<file path="config.mk">
export PLATFORM = sky130hd
export DESIGN_NAME = uart_rx
export DESIGN_NICKNAME = d
export VERILOG_FILES = /design/src/rtl/uart_rx.sv
export SDC_FILE = /design/constraint.sdc
export NUM_CORES = 1
export LEC_CHECK = 0
export ABC_AREA = 1
export BUFFER_PORTS_ARGS = -buffer_cell sky130_fd_sc_hd__buf_2
export CELL_PAD_IN_SITES_DETAIL_PLACEMENT = 0
export CELL_PAD_IN_SITES_GLOBAL_PLACEMENT = 1
export CORE_ASPECT_RATIO = 1.1
export CORE_MARGIN = 3
export CORE_UTILIZATION = 39
export CTS_CLUSTER_DIAMETER = 150
export DETAILED_ROUTE_END_ITERATION = 6
export PLACE_DENSITY = 0.81
export SETUP_SLACK_MARGIN = 0.15
export SLEW_MARGIN = 20
export SYNTH_ARGS = -nofsm -noshare
export SYNTH_HDL_FRONTEND = slang
export SYNTH_SLANG_ARGS = --single-unit
</file>
<file path="constraint.sdc">
create_clock -name clk -period 1.7 [get_ports clk]
set_clock_uncertainty 0.2 [all_clocks]
set_input_delay 0.34 -clock clk [delete_from_list [all_inputs] [get_ports clk]]
set_output_delay 0.34 -clock clk [all_outputs]
set_load 0.03 [all_outputs]
</file>
<file path="src/rtl/uart_rx.sv">
// 16x-oversampling UART receiver: 1 start, DATA_SIZE data (LSB first), 1 stop bit.
// Define UART_RX_MAJORITY_EN for 2-of-3 majority voting on data and stop bits.
module uart_rx #(
  parameter int unsigned DATA_SIZE      = 8,
  parameter int unsigned SAMPLE         = 16,
  parameter int unsigned STOP_TICKS     = 16,
  parameter int unsigned BIT_COUNT_SIZE = $clog2(DATA_SIZE + 1)
) (
  input  logic                 clk,
  input  logic                 reset,
  input  logic                 s_tick,
  input  logic                 rx,
  output logic [DATA_SIZE-1:0] data_out,
  output logic                 rx_done_tick,
  output logic                 frame_err
);

  localparam int unsigned CNT_MAX = (SAMPLE > STOP_TICKS) ? SAMPLE : STOP_TICKS;
  localparam int unsigned CNT_W   = (CNT_MAX > 2) ? $clog2(CNT_MAX) : 1;

  typedef enum logic [1:0] {IDLE, START, DATA, STOP} state_t;

  state_t                    state_q, state_d;
  logic [CNT_W-1:0]          s_cnt_q, s_cnt_d;
  logic [BIT_COUNT_SIZE-1:0] n_q, n_d;
  logic [DATA_SIZE-1:0]      shreg_q, shreg_d;
  logic [DATA_SIZE-1:0]      data_q, data_d;
  logic                      done_q, done_d;
  logic                      ferr_q, ferr_d;
  logic                      rx_meta_q, rx_sync_q, rx_prev_q;
  logic                      bit_c;

  assign data_out     = data_q;
  assign rx_done_tick = done_q;
  assign frame_err    = ferr_q;

`ifdef UART_RX_MAJORITY_EN
  logic samp0_q, samp0_d, samp1_q, samp1_d;

  // Vote the two earlier captures with the live synchronized sample.
  assign bit_c = (samp0_q & samp1_q) | (samp0_q & rx_sync_q) | (samp1_q & rx_sync_q);

  always_ff @(posedge clk or posedge reset) begin
    if (reset) begin
      samp0_q <= 1'b0;
      samp1_q <= 1'b0;
    end else begin
      samp0_q <= samp0_d;
      samp1_q <= samp1_d;
    end
  end

  always_comb begin
    samp0_d = samp0_q;
    samp1_d = samp1_q;
    if (s_tick) begin
      if (state_q == DATA) begin
        if (s_cnt_q == CNT_W'(SAMPLE - 3)) samp0_d = rx_sync_q;
        if (s_cnt_q == CNT_W'(SAMPLE - 2)) samp1_d = rx_sync_q;
      end else if (state_q == STOP) begin
        if (s_cnt_q == CNT_W'(STOP_TICKS - 3)) samp0_d = rx_sync_q;
        if (s_cnt_q == CNT_W'(STOP_TICKS - 2)) samp1_d = rx_sync_q;
      end
    end
  end
`else
  assign bit_c = rx_sync_q;
`endif

  // Synchronizer and edge-detect pipeline; idle-high after reset.
  always_ff @(posedge clk or posedge reset) begin
    if (reset) begin
      rx_meta_q <= 1'b1;
      rx_sync_q <= 1'b1;
      rx_prev_q <= 1'b1;
    end else begin
      rx_meta_q <= rx;
      rx_sync_q <= rx_meta_q;
      rx_prev_q <= rx_sync_q;
    end
  end

  always_ff @(posedge clk or posedge reset) begin
    if (reset) begin
      state_q <= IDLE;
      s_cnt_q <= '0;
      n_q     <= '0;
      shreg_q <= '0;
      data_q  <= '0;
      done_q  <= 1'b0;
      ferr_q  <= 1'b0;
    end else begin
      state_q <= state_d;
      s_cnt_q <= s_cnt_d;
      n_q     <= n_d;
      shreg_q <= shreg_d;
      data_q  <= data_d;
      done_q  <= done_d;
      ferr_q  <= ferr_d;
    end
  end

  always_comb begin
    state_d = state_q;
    s_cnt_d = s_cnt_q;
    n_d     = n_q;
    shreg_d = shreg_q;
    data_d  = data_q;
    ferr_d  = ferr_q;
    done_d  = 1'b0;

    case (state_q)
      IDLE: begin
        // Only a real high-to-low transition arms; a held-low line does not.
        if (rx_prev_q && !rx_sync_q) begin
          state_d = START;
          s_cnt_d = '0;
        end
      end
      START: begin
        if (s_tick) begin
          if (s_cnt_q == CNT_W'(SAMPLE / 2 - 1)) begin
            if (!rx_sync_q) begin
              state_d = DATA;
              s_cnt_d = '0;
              n_d     = '0;
            end else begin
              state_d = IDLE;
            end
          end else begin
            s_cnt_d = s_cnt_q + CNT_W'(1);
          end
        end
      end
      DATA: begin
        if (s_tick) begin
          if (s_cnt_q == CNT_W'(SAMPLE - 1)) begin
            s_cnt_d = '0;
            shreg_d = {bit_c, shreg_q[DATA_SIZE-1:1]};
            if (n_q == BIT_COUNT_SIZE'(DATA_SIZE - 1)) state_d = STOP;
            else                                       n_d = n_q + BIT_COUNT_SIZE'(1);
          end else begin
            s_cnt_d = s_cnt_q + CNT_W'(1);
          end
        end
      end
      STOP: begin
        // Leaves mid stop bit so a back-to-back start edge is still seen.
        if (s_tick) begin
          if (s_cnt_q == CNT_W'(STOP_TICKS - 1)) begin
            data_d  = shreg_q;
            ferr_d  = ~bit_c;
            done_d  = 1'b1;
            state_d = IDLE;
          end else begin
            s_cnt_d = s_cnt_q + CNT_W'(1);
          end
        end
      end
      default: state_d = IDLE;
    endcase
  end

endmodule

</file>
==> results of run 1 <==
[synth_stat cells, drive strengths merged]
cell type,n,share of area [%]
inv,22,5.7
dfrtp,28,49
ha,2,1.7
nand3,13,4.9
or2,2,1.0
nand3b,1,0.52
buf,2,1.6
nor2,10,3.5
o21ai,20,7.2
nand2,57,16
a21oi,1,0.35
dfstp,3,5.5
xor2,2,1.2
nor3,1,1.1
nand4,4,1.7
[routing by layer]
layer  vias up  track usage [%]
met5         -                0
met4         0            5.036
met3         4            5.348
met2        22            22.85
li1        608                -
met1       570            17.74
[stage by stage]
step	instance area (µm²)	power [µW]	util [%]	hold slack [ps]
6_report	1878	2536	54.58	159.4
5_1_grt	1878	2736	54.58	167.4
4_1_cts	1738	2347	50.51	160.7
3_5_place_dp	1599	1712	46.47	148.9
3_3_place_gp	1599	1689	46.47	147.7
2_1_floorplan	1454	1505	-	144.5
[sequential cells by signal (all words and copies together) (netlist names), named ones only]
register,flops
shreg_q,8
data_out,8
bit_c,1
s_cnt_q,4
state_q,1
rx_prev_q,1
n_q,4
rx_done_tick,1
rx_meta_q,1
frame_err,1
[placed cells by master, fill, tap and decap left out, types with 4 or more instances in the layout]
cell type | synthesis | final
o21ai_1 | 3 | 8
nand4_1 | 4 | 4
o21ai_0 | 16 | 10
clkbuf_4 | 0 | 5
dfrtp_1 | 28 | 26
nand2_4 | 1 | 5
nand2_1 | 55 | 50
buf_2 | 0 | 13
nand3_1 | 12 | 11
nor2_4 | 1 | 4
buf_4 | 0 | 11
inv_1 | 21 | 19
[area by class of cell]
| cell class | count | area (µm²) |
|---|---|---|
| fill | 330 | 1563 |
| sequential | 31 | 782.0 |
| multi-input combinational | 115 | 671.9 |
| timing repair buffer | 29 | 210.2 |
| inverter | 22 | 82.58 |
| tap | 48 | 60.06 |
| clock buffer | 6 | 41.29 |
| clock inverter | 1 | 30.03 |
[cells by family after synthesis]
family,Yosys count
adder cells (fa/ha/maj),2
flip-flops,31
AND/OR/NAND/NOR,88
buffers and inverters,24
XOR/XNOR,2
AO/OA/AOI/OAI,21
[worst min path at each step]
stage,start,end,slack (ps),cells past startpoint
final,rx_meta_q,bit_c,160,0
after CTS,s_tick,rx_done_tick,160,3
after global placement,rx_meta_q,bit_c,150,0
after detailed placement,rx_meta_q,bit_c,150,0
after global routing,rx_meta_q,bit_c,170,0
after floorplan,rx,rx_meta_q,140,0
[where the power goes]
group | total (µW) | internal, µW | leakage (µW) | switching, µW
clock network | 544 | 303 | 0.0000383 | 241
logic | 1010 | 430 | 0.000524 | 577
registers | 986 | 843 | 0.000393 | 143
total | 2540 | 1580 | 0.000956 | 961
[timing repair]
action	4_1_cts	5_1_grt
endpoints found under the hold margin	29	0
pin swaps	0	9
gates resized for setup	8	22
buffers inserted	2	8
endpoints found under the setup margin	27	26
hold buffers	2	0
cloned	0	2
==> results.py, run 1 <==
metrics = {
    "outcome": {
        "status": "finished clean",
    },
    "place": {
        "place_congestion": 0.8131,
        "hpwl_mm": 1.866,
        "preCtsSetupSlack_ps": 4.030,
        "portBuffers": 13,
        "dpl.cell_count": 231,
    },
    "setup_path": {
        "cp_common_cell": "nor2_4",
        "rr_worst_depth": 8,
        "rrSetupSlack_ps": 100,
        "endpoint_kind": "flip-flop",
        "crit_chain": "ha_4 > nand3_4 > nor2_4 > buf_6 > nor2_4 > nand2_4 > nand2_1 > o21ai_2",
        "crit_slowest_cell": "dfrtp_1",
        "crit_end": "s_cnt_q[2]",
        "critPathRequiredTime_ps": 1730,
        "slowest_delay_ps": 430,
        "arrival_ps": 1630,
        "cp-startpoint": "s_cnt_q[0]",
        "reg2reg_to": "s_cnt_q[2]",
        "cp.buffers_inverters": 1,
        "worstReg2RegStart": "s_cnt_q[0]",
        "crit_cells": 8,
        "crit_fanout": 5,
        "cp_top_family": "simple AND/OR/NAND/NOR gates",
        "critPathLaunchType": "flip-flop",
        "criticalPathCategory": "reg -> reg",
    },
    "drt": {
        "dr.pass1.iters": 4,
        "dr_wl_met2_mm": 1.525,
        "viasPerCell": 4.778,
        "vias": 1204,
        "wl_per_cell_um": 12.01,
        "wl_mm": 3.026,
        "drtAntennaViolNets": 0,
        "top_layer_used": "met4",
        "drtIter0Drc": 67,
        "wl_met3_um": 119,
        "drc": 0,
        "wl_met1_mm": 1.354,
    },
    "sta": {
        "fin_crit_ps": 1601,
        "finalHoldViolCount": 0,
        "period_share_pct": 94.18,
        "slew_viol_final": 0,
        "setup_slack_ps": 98.88,
        "tightest_slew_ps": 397.5,
        "setup_tns_ps": 0,
        "max_slew_margin_pct": 73.50,
        "max_freq_mhz": 624.6,
        "rsz0062_at_grt": "yes",
        "finalSetupViolations": 0,
    },
    "grt": {
        "grt_max_degree": 32,
        "grt_pass1_vias": 1133,
        "grt_pass1_wl_mm": 5.030,
        "antenna_found_initial": 0,
        "grt_use_total_pct": 14.38,
        "grt-ovfl-total": 0,
    },
    "clock_tree": {
        "cts_buffers": 5,
        "htree_levels": 2,
        "cts_tree": "yes",
        "cts_max_path_buffers": 2,
        "cts_root_buffer": "clkbuf_4",
        "clk_pin_slew_ps": 100,
        "cts.sinks": 31,
        "insertion_delay_ps": 330,
    },
    "synth": {
        "synth-compound-area-share_pct": 7.539,
        "yosys.area_share.simple_pct": 28.25,
        "ys_warn_count": 0,
        "synth-seq-cells": 31,
        "synth_xor_xnor_area_share_pct": 1.213,
        "mappedNetlistNets": 174,
        "yosys.area_share.adder_pct": 1.733,
        "synthCells": 168,
        "synth_area_um2": 1444,
        "synth_cell_types": 24,
        "synth_top_family_by_area": "simple AND/OR/NAND/NOR gates",
        "yosysSeqAreaShare_pct": 53.99,
        "avgSynthCellArea_um2": 8.595,
        "synthMuxAreaShare_pct": 0,
    },
    "finish": {
        "n_antenna_cell": 0,
        "area_delta_synth_final_pct": 30.07,
        "drive_gt1_share_pct": 31.86,
        "stdcell_count": 252,
        "final_nets": 210,
    },
    "floorplanning": {
        "dieArea_um2": 4469,
        "dieWidth_um": 64.02,
        "row_count": 22,
        "die_h_um": 69.82,
        "core-area_um2": 3441,
        "start_util_pct": 41.96,
        "pin_count": 14,
    },
    "flow_run": {
        "cap_violations": 0,
    },
    "power": {
        "peakVddDrop_mv": 0.6688,
        "p_leak_uw": 0.0009555,
        "powerDensity_nw_per_um2": 1351,
    },
    "min_path": {
        "hold_class": "reg -> reg",
    },
}
Note: power is estimated with default switching activity, not from simulation.
==> run 2, diff against run 1 <==
--- a/config.mk
+++ b/config.mk
@@ -6,14 +6,14 @@
 export NUM_CORES = 1
 export LEC_CHECK = 0
 export ABC_AREA = 1
-export BUFFER_PORTS_ARGS = -buffer_cell sky130_fd_sc_hd__buf_2
 export CELL_PAD_IN_SITES_DETAIL_PLACEMENT = 0
 export CELL_PAD_IN_SITES_GLOBAL_PLACEMENT = 1
 export CORE_ASPECT_RATIO = 1.1
 export CORE_MARGIN = 3
-export CORE_UTILIZATION = 39
+export CORE_UTILIZATION = 42
 export CTS_CLUSTER_DIAMETER = 150
 export DETAILED_ROUTE_END_ITERATION = 6
+export DONT_BUFFER_PORTS = 1
 export PLACE_DENSITY = 0.81
 export SETUP_SLACK_MARGIN = 0.15
 export SLEW_MARGIN = 20
==> results.py, run 2 (same netlist as run 1, synthesis figures left out) <==
metrics = {
    "outcome": {
        "status": "finished clean",
    },
    "clock_tree": {
        "clk_pin_slew_ps": 100,
        "cts_buffers": 5,
        "cts_root_buffer": "clkbuf_4",
        "cts.sinks": 31,
        "insertion_delay_ps": 320,
        "htree_levels": 2,
        "cts_tree": "yes",
        "cts_max_path_buffers": 2,
    },
    "floorplanning": {
        "dieWidth_um": 61.91,
        "core-area_um2": 3179,
        "pin_count": 14,
        "start_util_pct": 45.42,
        "die_h_um": 67.50,
        "row_count": 21,
        "dieArea_um2": 4178,
    },
    "power": {
        "p_leak_uw": 0.0008785,
        "clock_power_share_pct": 15.8,
        "p_int_uw": 1495,
        "power.switching_uw": 1015,
        "switching_share_pct": 40.44,
        "peakVddDrop_mv": 0.7083,
        "comb_power_share_pct": 44.9,
        "seqPwrFrac_pct": 39.3,
        "power_uw": 2511,
        "powerDensity_nw_per_um2": 1401,
    },
    "finish": {
        "drive_gt1_share_pct": 28.95,
        "fin_area_um2": 1792,
        "final_common_cell": "nand2_1",
        "area_delta_synth_final_pct": 24.09,
        "n_antenna_cell": 0,
        "final_nets": 195,
        "layout_common_cells": "nand2_1 (45), dfrtp_1 (26), inv_1 (19), o21ai_0 (16), buf_4 (12)",
    },
    "place": {
        "hpwl_mm": 1.833,
        "portBuffers": 0,
        "place_congestion": 0.8270,
        "placed_cell_area_um2": 1546,
    },
    "grt": {
        "grt_pass1_wl_mm": 4.657,
        "grt-ovfl-total": 0,
        "grt_pass1_vias": 1134,
        "antenna_found_initial": 0,
        "grt_max_degree": 32,
        "grt_use_total_pct": 15.14,
    },
    "setup_path": {
        "rrSetupSlack_ps": 90,
        "rr_worst_depth": 8,
        "critPathRequiredTime_ps": 1720,
        "arrival_ps": 1630,
        "critPathLaunchType": "flip-flop",
        "endpoint_kind": "flip-flop",
        "crit_fanout": 4,
        "worstReg2RegStart": "s_cnt_q[0]",
        "criticalPathCategory": "reg -> reg",
    },
    "sta": {
        "fin_crit_ps": 1612,
        "finalSetupViolations": 0,
        "finalHoldViolCount": 0,
        "slew_viol_final": 0,
        "hold_ws_ps": 38.11,
        "max_slew_margin_pct": 74.51,
        "tightest_slew_ps": 382.3,
        "period_share_pct": 94.82,
        "setup_tns_ps": 0,
        "max_freq_mhz": 620.4,
        "rsz0062_at_grt": "yes",
    },
    "drt": {
        "viasPerCell": 4.801,
        "drc": 0,
        "wl_mm": 2.877,
        "dr.pass1.iters": 4,
        "drtIter0Drc": 116,
        "wl_per_cell_um": 12.19,
        "vias": 1133,
        "drtAntennaViolNets": 0,
    },
    "flow_run": {
        "cap_violations": 0,
    },
    "min_path": {
        "min_to": "rx_done_tick",
        "hold_path_depth": 2,
        "min_from": "s_tick",
        "hold_class": "in -> reg",
    },
}
## run 2: changes by cell type in the layout (fill, tap and decap cells not counted), moves of 2 or more
cell,delta
o21ai_1,-6
nor2_2,-2
nand2_2,+2
nand2_1,-5
nand2_4,+2
o21ai_0,+6
buf_2,-13
## run 2: what timing repair did
item | 4_1_cts | 5_1_grt
resized for setup | 9 | 23
hold endpoints to repair | 29 | 0
setup buffers | 4 | 4
pin swaps | 1 | 8
hold buffers | 2 | 0
setup endpoints to repair | 28 | 27
## run 2: power by group through the flow
stage / Combinational (µW) / Clock (µW) / Sequential, µW
6_report: 1130 / 396 / 988
5_1_grt: 1250 / 448 / 996
4_1_cts: 887 / 419 / 961
3_5_place_dp: 766 / 0 / 969
3_3_place_gp: 747 / 0 / 962
2_1_floorplan: 557 / 0 / 948
## run 2: worst max path at each step
stage / from / endpoint / slack (ps) / depth (start not counted)
2_1_floorplan: s_cnt_q[0] / n_q[1] / 150 / 8
3_3_place_gp: s_cnt_q[0] / flip-flop / 70 / 8
3_5_place_dp: s_cnt_q[0] / data_out[1] / -20 / 6
4_1_cts: n_q[1] / n_q[1] / 150 / 7
5_1_grt: s_cnt_q[0] / flip-flop / -10 / 8
6_report: s_cnt_q[0] / flip-flop / 90 / 8
## run 2: layout make-up
class / instances / area (µm²)
fillers: 274 / 1388
flip-flops and latches: 31 / 782.0
multi-input cells: 113 / 675.6
well taps: 46 / 57.56
clock inverters: 1 / 5.005
repair buffers: 16 / 141.4
inverters: 22 / 85.08
clock buffers: 7 / 45.04
## run 2: metal layers
layer	GRT usage, %	vias to the layer above	wire length, µm
met4	7.162	0	74
met1	18.70	523	1211
met5	0	-	0
met3	4.589	10	113
met2	23.82	28	1477
li1	-	572	-
## run 2: worst max-delay path: stages (launching register included)
cell	delay, ps
dfrtp_1	400
ha_4	180
nand3_4	140
nand2_4	110
nand2_4	60
nor2_1	180
nand3_1	120
nand2_1	80
nand2_1	50
## run 2: stage by stage
step	cells	setup slack, ps	util, %
2_1_floorplan	168	153.0	-
3_3_place_gp	218	66.69	48.64
3_5_place_dp	218	-18.10	48.64
4_1_cts	232	149.5	53.09
5_1_grt	236	-14.03	56.36
6_report	236	88.09	56.36
==> run 3, diff against run 2 <==
==> constraint.sdc (replaced) <==
create_clock -name clk -period 1.7 [get_ports clk]
set_clock_uncertainty 0.2 [all_clocks]
set_input_delay 0.17 -clock clk [delete_from_list [all_inputs] [get_ports clk]]
set_output_delay 0.17 -clock clk [all_outputs]
set_load 0.03 [all_outputs]
==> results.py, run 3 (same netlist as run 1, synthesis figures left out) <==
metrics = {
    "sta": {
        "fin_crit_ps": 1611,
        "tightest_slew_ps": 383.2,
        "hold_ws_ps": 151.5,
        "rsz0062_at_grt": "yes",
        "period_share_pct": 94.78,
        "setup_slack_ps": 88.73,
        "finalHoldViolCount": 0,
        "finalSetupViolations": 0,
        "slew_viol_final": 0,
        "max_slew_margin_pct": 74.45,
        "max_freq_mhz": 620.6,
    },
    "floorplanning": {
        "dieArea_um2": 4178,
        "pin_count": 14,
        "row_count": 21,
        "start_util_pct": 45.42,
        "dieWidth_um": 61.91,
        "core-area_um2": 3179,
        "die_h_um": 67.50,
    },
    "finish": {
        "final_common_cell": "nand2_1",
        "drive_gt1_share_pct": 29.32,
        "fin_area_um2": 1804,
        "stdcell_count": 237,
        "layout_common_cells": "nand2_1 (44), dfrtp_1 (26), inv_1 (19), o21ai_0 (16), buf_4 (12)",
        "n_antenna_cell": 0,
        "seq_area_um2": 782.0,
        "area_delta_synth_final_pct": 24.96,
        "n_fill_cell": 267,
        "final_nets": 196,
        "multi_input_area_um2": 678.2,
    },
    "drt": {
        "wl_per_cell_um": 12.40,
        "drtAntennaViolNets": 0,
        "drc": 0,
        "wl_mm": 2.938,
        "viasPerCell": 4.831,
        "dr.pass1.iters": 4,
        "vias": 1145,
        "drtIter0Drc": 115,
    },
    "place": {
        "hpwl_mm": 1.833,
        "portBuffers": 0,
        "placed_cell_area_um2": 1546,
        "dpl.cell_count": 218,
        "place_congestion": 0.8270,
        "preCtsSetupSlack_ps": -18.10,
    },
    "clock_tree": {
        "htree_levels": 2,
        "cts_tree": "yes",
        "cts_buffers": 5,
        "cts_root_buffer": "clkbuf_4",
        "cts.sinks": 31,
        "cts_max_path_buffers": 2,
        "insertion_delay_ps": 320,
        "clk_pin_slew_ps": 100,
    },
    "setup_path": {
        "slowest_delay_ps": 400,
        "crit_slowest_cell": "dfrtp_1",
        "arrival_ps": 1640,
        "endpoint_kind": "flip-flop",
        "critPathRequiredTime_ps": 1720,
        "criticalPathCategory": "reg -> reg",
        "critPathLaunchType": "flip-flop",
        "cp.buffers_inverters": 0,
        "rrSetupSlack_ps": 90,
        "crit_fanout": 4,
        "cp_top_family": "simple AND/OR/NAND/NOR gates",
        "crit_chain": "ha_4 > nand3_4 > nand2_4 > nand2_4 > nor2_1 > nand3_1 > nand2_1 > nand2_1",
    },
    "power": {
        "clock_power_share_pct": 15.7,
        "seqPwrFrac_pct": 39.2,
        "comb_power_share_pct": 45.1,
        "switching_share_pct": 40.61,
        "peakVddDrop_mv": 0.7017,
        "power.switching_uw": 1024,
        "powerDensity_nw_per_um2": 1398,
        "power_uw": 2522,
        "p_leak_uw": 0.0008822,
        "p_int_uw": 1498,
    },
    "flow_run": {
        "cap_violations": 0,
    },
    "grt": {
        "antenna_found_initial": 0,
        "grt_use_total_pct": 15.29,
        "grt_pass1_vias": 1144,
        "grt-ovfl-total": 0,
        "grt_pass1_wl_mm": 4.705,
        "grt_max_degree": 32,
    },
    "outcome": {
        "status": "finished clean",
    },
    "min_path": {
        "hold_class": "in -> reg",
    },
}
==> run 3: changes by cell type in the layout (fill, tap and decap cells not counted), sizes merged <==
| cell | before | now |
|---|---|---|
| dlygate4sd3 | 2 | 3 |
==> run 3: area by class of cell <==
| class | count | area share, % |
|---|---|---|
| timing repair buffer | 17 | 8.391 |
| sequential | 31 | 43.34 |
| clock buffer | 7 | 2.497 |
| tap | 46 | 3.190 |
| clock inverter | 1 | 0.2774 |
| multi-input combinational | 113 | 37.59 |
| inverter | 22 | 4.716 |
==> run 3: tightest hold or removal path, cell delays in order <==
cell,delay (ps)
inv_1,150
nand2_4,70
nand2_4,80
nor2_2,50
nand3_1,70
nand2_1,60
==> run 3: timing repair <==
action | in CTS | in global routing
endpoints found under the hold margin | 42 | 0
resized for setup | 9 | 24
pin swaps | 1 | 8
endpoints found under the setup margin | 28 | 27
setup buffers | 4 | 4
hold buffers | 3 | 0
==> run 3: final timing paths <==
kind                       startpoint    endpoint  depth (start not counted)
max in group asynchronous       reset       bit_c                          3
hold / removal                 s_tick  state_q[0]                          6
setup reg to reg           s_cnt_q[0]   flip-flop                          8
setup / recovery           s_cnt_q[0]   flip-flop                          8
hold reg to reg             rx_meta_q       bit_c                          0
min in group asynchronous       reset  shreg_q[6]                          3
==> run 3: per-layer routing <==
layer  up-vias  track usage [%]  wire [µm]
met5         -                0          0
met4         0            7.162         74
met3        10            4.589        113
met2        30            24.08       1511
met1       529            18.94       1239
li1        576                -          -
==> run 3: power groups by stage <==
stage          clock, µW  combinational (µW)  sequential [µW]
2_1_floorplan          0                 557              948
3_3_place_gp           0                 747              962
3_5_place_dp           0                 766              969
4_1_cts              419                 889              961
5_1_grt              448                1260              996
6_report             397                1140              988
==> run 3: metrics by stage <==
step                      util [%]  setup TNS, ps
after detailed placement     48.64         -53.30
after CTS                    53.40              0
after floorplan                  -              0
after global placement       48.64              0
after global routing         56.75         -14.03
final                        56.75              0
